### config.mk
export PLATFORM = sky130hd
export DESIGN_NAME = polar_enc_unit
export DESIGN_NICKNAME = d
export VERILOG_FILES = /design/src/rtl/polar_enc_unit_pkg.sv /design/src/rtl/polar_enc_unit_f16.sv /design/src/rtl/polar_enc_unit.sv
export SDC_FILE = /design/constraint.sdc
export NUM_CORES = 1
export LEC_CHECK = 0
export ABC_AREA = 1
export CAP_MARGIN = 30
export CORE_UTILIZATION = 35
export DETAILED_ROUTE_END_ITERATION = 6
export GPL_ROUTABILITY_DRIVEN = 1
export SLEW_MARGIN = 20
export SYNTH_ARGS = -nofsm -noshare
export SYNTH_HDL_FRONTEND = slang
export SYNTH_HIERARCHICAL = 1
export SYNTH_SLANG_ARGS = --single-unit
### constraint.sdc
create_clock -name clk -period 4.1 [get_ports clk]
set_input_delay 0.615 -clock clk [delete_from_list [all_inputs] [get_ports clk]]
set_output_delay 0.615 -clock clk [all_outputs]
set_load 0.1 [all_outputs]
### src/rtl/polar_enc_unit_pkg.sv
// Shared constants and state type for the N=64 polar encoder.
package polar_enc_unit_pkg;

    localparam int N_CODE     = 64;
    localparam int BEAT_W     = 16;
    localparam int BEATS      = N_CODE / BEAT_W;
    localparam int CNT_W      = 2;
    localparam int F16_STAGES = 4;

    localparam logic [CNT_W-1:0] LAST_BEAT = CNT_W'(BEATS - 1);

    typedef enum logic {
        S_LOAD = 1'b0,
        S_OUT  = 1'b1
    } state_t;

endpackage

### src/rtl/polar_enc_unit_f16.sv
// 16-point polar butterfly (F^{x4}), purely combinational.
// Works in index space: index b lives on bit [15-b] of the bus.
// A lower index absorbs the value of its partner with the stage bit set.
module polar_enc_f16
    import polar_enc_unit_pkg::*;
(
    input  logic [BEAT_W-1:0] u_i,
    output logic [BEAT_W-1:0] e_o
);

    logic [F16_STAGES:0][BEAT_W-1:0] v;

    for (genvar i = 0; i < BEAT_W; i++) begin : g_io
        assign v[0][i]          = u_i[BEAT_W-1-i];
        assign e_o[BEAT_W-1-i]  = v[F16_STAGES][i];
    end

    for (genvar s = 0; s < F16_STAGES; s++) begin : g_stage
        for (genvar i = 0; i < BEAT_W; i++) begin : g_bf
            if (((i >> s) & 1) == 0) begin : g_xor
                assign v[s+1][i] = v[s][i] ^ v[s][i + (1 << s)];
            end else begin : g_pass
                assign v[s+1][i] = v[s][i];
            end
        end
    end

endmodule

### src/rtl/polar_enc_unit.sv
// Non-systematic N=64 polar encoder: loads four u beats, encodes on the
// fourth accepted beat, then streams four codeword beats out.
//
// state  | meaning
// S_LOAD | accepting u beats, cnt = index of next beat
// S_OUT  | presenting x_buf[cnt], waiting for out_ready
module polar_enc_unit
    import polar_enc_unit_pkg::*;
#(
    parameter logic [N_CODE-1:0] FROZEN_MASK = '0
) (
    input  logic              clk,
    input  logic              rst,
    input  logic              in_valid,
    input  logic [BEAT_W-1:0] in_data,
    output logic              in_ready,
    output logic              out_valid,
    output logic [BEAT_W-1:0] out_data,
    output logic              out_last,
    input  logic              out_ready,
    output logic              busy
);

    state_t             state_q, state_d;
    logic [CNT_W-1:0]   cnt_q, cnt_d;
    logic [BEAT_W-1:0]  u_buf_q [BEATS-1];
    logic [BEAT_W-1:0]  x_buf_q [BEATS];

    logic [BEAT_W-1:0]  beat_mask [BEATS];
    logic [BEAT_W-1:0]  in_masked;
    logic [BEAT_W-1:0]  e [BEATS];
    logic [BEAT_W-1:0]  x_d [BEATS];
    logic               load_fire;

    for (genvar k = 0; k < BEATS; k++) begin : g_mask
        assign beat_mask[k] = FROZEN_MASK[N_CODE-1-BEAT_W*k -: BEAT_W];
    end

    assign in_masked = in_data & ~beat_mask[cnt_q];
    assign load_fire = (state_q == S_LOAD) && in_valid;

    // Beat 3 is encoded straight from the input bus so it never needs a buffer.
    polar_enc_f16 u_f16_0 (.u_i(u_buf_q[0]), .e_o(e[0]));
    polar_enc_f16 u_f16_1 (.u_i(u_buf_q[1]), .e_o(e[1]));
    polar_enc_f16 u_f16_2 (.u_i(u_buf_q[2]), .e_o(e[2]));
    polar_enc_f16 u_f16_3 (.u_i(in_masked),  .e_o(e[3]));

    // Inter-beat stage: same butterfly rule applied across the four beats.
    always_comb begin
        x_d[0] = e[0] ^ e[1] ^ e[2] ^ e[3];
        x_d[1] = e[1] ^ e[3];
        x_d[2] = e[2] ^ e[3];
        x_d[3] = e[3];
    end

    // State, counter and data buffers.
    always_ff @(posedge clk or posedge rst) begin
        if (rst) begin
            state_q <= S_LOAD;
            cnt_q   <= '0;
            for (int k = 0; k < BEATS - 1; k++) u_buf_q[k] <= '0;
            for (int k = 0; k < BEATS; k++)     x_buf_q[k] <= '0;
        end else begin
            state_q <= state_d;
            cnt_q   <= cnt_d;
            if (load_fire) begin
                if (cnt_q == 2'd0) u_buf_q[0] <= in_masked;
                if (cnt_q == 2'd1) u_buf_q[1] <= in_masked;
                if (cnt_q == 2'd2) u_buf_q[2] <= in_masked;
                if (cnt_q == LAST_BEAT) begin
                    for (int k = 0; k < BEATS; k++) x_buf_q[k] <= x_d[k];
                end
            end
        end
    end

    // Next-state and handshake outputs.
    always_comb begin
        state_d   = state_q;
        cnt_d     = cnt_q;
        in_ready  = 1'b0;
        out_valid = 1'b0;
        out_data  = '0;
        out_last  = 1'b0;
        case (state_q)
            S_LOAD: begin
                in_ready = 1'b1;
                if (in_valid) begin
                    cnt_d = cnt_q + 1'b1;
                    if (cnt_q == LAST_BEAT) state_d = S_OUT;
                end
            end
            S_OUT: begin
                out_valid = 1'b1;
                out_data  = x_buf_q[cnt_q];
                out_last  = (cnt_q == LAST_BEAT);
                if (out_ready) begin
                    cnt_d = cnt_q + 1'b1;
                    if (cnt_q == LAST_BEAT) state_d = S_LOAD;
                end
            end
            default: state_d = S_LOAD;
        endcase
    end

    assign busy = (state_q != S_LOAD) || (cnt_q != '0);

endmodule
==> flow_metrics.env <==
export IMPL_outcome="finished with violations"
export IMPL_violations="design-rule violations"
export IMPL_reg2reg_to="x_buf_q[40]"
export IMPL_final_max_slew_viol_count=0
export IMPL_route_detailed_vias_per_inst=4.52
export IMPL_seq_area_frac_synth_pct=34.3
export IMPL_cts_hold_buf=0
export IMPL_overflow=0
export IMPL_period_needed_ns=3.01
export IMPL_layout_filler_cells=2466
export IMPL_routed_via_count=7696
export IMPL_timing_hold_worst_class="input port to asynchronous set/reset pin"
export IMPL_track_usage_pct=18.8
export IMPL_rr_worst_depth=6
export IMPL_synth_top_family_by_area="simple AND/OR/NAND/NOR gates"
export IMPL_ff_latch_area_mm2=0.00288
export IMPL_routedWlPerCell_um=12.7
export IMPL_clockRootBuffer="clkbuf_16"
export IMPL_drt_total_wl_um=21700
export IMPL_syn_area_per_cell_um2=6.21
export IMPL_largest_buffer_count_on_any_clock_path=2
export IMPL_finalSetupTns_ns=0
export IMPL_tritoncts_num_buffers=17
export IMPL_synth_adder_area_share_pct=0.596
export IMPL_global_route_wire_length_before_repair_um=35600
export IMPL_grt_antenna_before_repair=0
export IMPL_place_gp_congestion=0.853
export IMPL_setup_repair_after_global_routing_missed_its_margin="no"
export IMPL_final_layout_size_suffix_gt1_share_pct=6.72
export IMPL_synthCells=1352
export IMPL_die_area_mm2=0.0246
export IMPL_tightestPinTransition_ns=0.964
export IMPL_timing_worst_setup_path_type="flip-flop to output port"
export IMPL_synth_seq_cells=115
export IMPL_insertedDiodeCount=0
export IMPL_total_number_of_placement_rows=56
export IMPL_syn_nets=1376
export IMPL_worst_endpoint_arrival_ns=2.40
export IMPL_synth_compound_area_share_pct=7.80
export IMPL_yosys_area_share_xor_xnor_pct=9.52
export IMPL_timing_clock_skew_ns=0.00673
export IMPL_endpoint_kind="output port"
export IMPL_drcViolationCount=3
export IMPL_synth_top_area_share_pct=34.3
export IMPL_core_area_mm2=0.0235
export IMPL_reg2reg_from="cnt_q[1]"
export IMPL_critPathLaunchType="flip-flop"
export IMPL_cp_max_fo=20
export IMPL_route_antenna_remaining_nets=0
export IMPL_clkLatencyLatePin_ns=0.42
export IMPL_floorplan_die_height_um=157
export IMPL_synth_area_mm2=0.00840
export IMPL_post_layout_nonfiller_instances=1703
export IMPL_r2r_slack_ns=1.82
export IMPL_min_period_over_period_pct=73.5
export IMPL_areaGrowthSynthToFinish_pct=13.6
export IMPL_yosys_area_share_simple_pct=36.5
export IMPL_finalHoldViolCount=0
export IMPL_cap_viol_max_count=0
export IMPL_setup_viol=0
export IMPL_nets=1395
export IMPL_cts_sink_cnt=115
export IMPL_dpl_cell_count=1671
export IMPL_post_cts_resized=0
export IMPL_critical_path_required_ns=3.48
export IMPL_synthTopCellsByArea="dfrtp_1 (34%), nand2_1 (31%), inv_1 (7.8%)"
export IMPL_count_of_pins_on_the_block_boundary=40
export IMPL_number_of_global_route_vias_before_repair=7020
export IMPL_post_synth_top_area_cell="dfrtp_1"
export IMPL_timing_max_slew_rel_slack_pct=35.5
export IMPL_multi_input_area_mm2=0.00457
export IMPL_cp_endpoint="in_ready"
export IMPL_tritoncts="done"
export IMPL_cts_clk_slew_worst_paths_ns=0.06
export IMPL_synthMuxAreaShare_pct=0
export IMPL_worst_setup_path_startpoint="state_q"
export IMPL_synthDistinctLibCells=20
export IMPL_first_pass_iters=7
export IMPL_initial_core_util_pct=35.8
export IMPL_h_tree_depth=4
export IMPL_dp_final_hpwl_um=16200
export IMPL_postCtsSetupRepairBufs=0
export IMPL_port_buffer_cells=39
export IMPL_largest_net_degree_at_the_start_of_global_routing=114
export IMPL_max_freq_ghz=0.332
export IMPL_floorplan_die_width_um=157
export IMPL_yosys_warnings=6
export IMPL_drt_iter0_drc=547
[critical path, stage by stage (launching register included)]
cell             delay [ns]
dfrtp_1                0.41
inv_2                  0.35
clkdlybuf4s50_1        1.22
[Yosys cell counts]
library cell / number
buf_2: 28
o21ai_1: 11
xnor2_2: 4
a21oi_1: 16
inv_1: 175
inv_2: 6
clkbuf_1: 8
nand2_2: 17
xor2_2: 8
nand2_1: 703
buf_6: 5
xor2_1: 29
nor2_1: 40
nand3_1: 32
o21ai_0: 104
xnor2_1: 40
ha_1: 4
nor2_4: 1
dfrtp_1: 115
buf_4: 6
[how the worst min path moves through the flow]
stage | to | from
4_1_cts | cnt_q[0] | rst
5_1_grt | cnt_q[0] | rst
3_3_place_gp | x_buf_q[57] | x_buf_q[57]
2_1_floorplan | u_buf_q[24] | u_buf_q[24]
6_report | cnt_q[0] | rst
3_5_place_dp | x_buf_q[56] | x_buf_q[56]
[state kept, by name (all words and copies together) (netlist names)]
signal / count
cnt_q: 2
x_buf_q: 64
u_buf_q: 48
state_q: 1
[layer usage]
| metal | global-route usage (%) | share of wire [%] |
|---|---|---|
| met3 | 3.30 | 4.2 |
| met1 | 26.5 | 51 |
| met5 | 0 | 0 |
| met2 | 29.1 | 43 |
| met4 | 5.93 | 1.8 |
[area by class of cell]
class / count / area share, %
Inverter: 181 / 7.14
Multi-Input combinational cell: 1009 / 47.9
Clock buffer: 23 / 5.01
Clock inverter: 9 / 1.09
Tap cell: 319 / 4.18
Timing Repair Buffer: 47 / 4.51
Sequential cell: 115 / 30.2
[cells in the final DEF (no fill, tap or decap), types with 2 or more instances in the layout]
master and n:
clkinvlp_4 2, nor2_1 40, clkdlybuf4s50_1 21, nand2_2 17, nand2_1 703, dfrtp_1 114, buf_12 2, a21oi_1 16
xor2_1 29, o21ai_1 11, inv_1 174, o21ai_0 104, ha_1 4, bufinv_16 2, inv_2 6, xor2_2 8
clkbuf_1 3, xnor2_1 40, xnor2_2 4, clkinv_2 4, buf_4 24, clkbuf_16 17, clkbuf_8 3, nand3_1 32
[cell families after synthesis]
| logic type | Yosys count |
|---|---|
| fa+ha+maj | 4 |
| xor+xnor | 81 |
| flops | 115 |
| buf+inv | 228 |
| compound gates | 131 |
| simple gates | 793 |
[through the flow]
stage / utilization [%] / worst slack [ns] / hold WS, ns / area, µm²
after floorplan: - / 0.395 / 0.448 / 8400
after global placement: 38.1 / 1.15 / 0.465 / 8940
after detailed placement: 38.2 / 1.12 / 0.467 / 8960
after CTS: 40.7 / 1.05 / 0.391 / 9540
after global routing: 40.7 / 1.01 / 0.394 / 9540
final: 40.7 / 1.09 / 0.404 / 9540
Power is left out: the tool's default activity adds up to more than one toggle a clock period on the data nets, which glitch-free logic cannot reach.
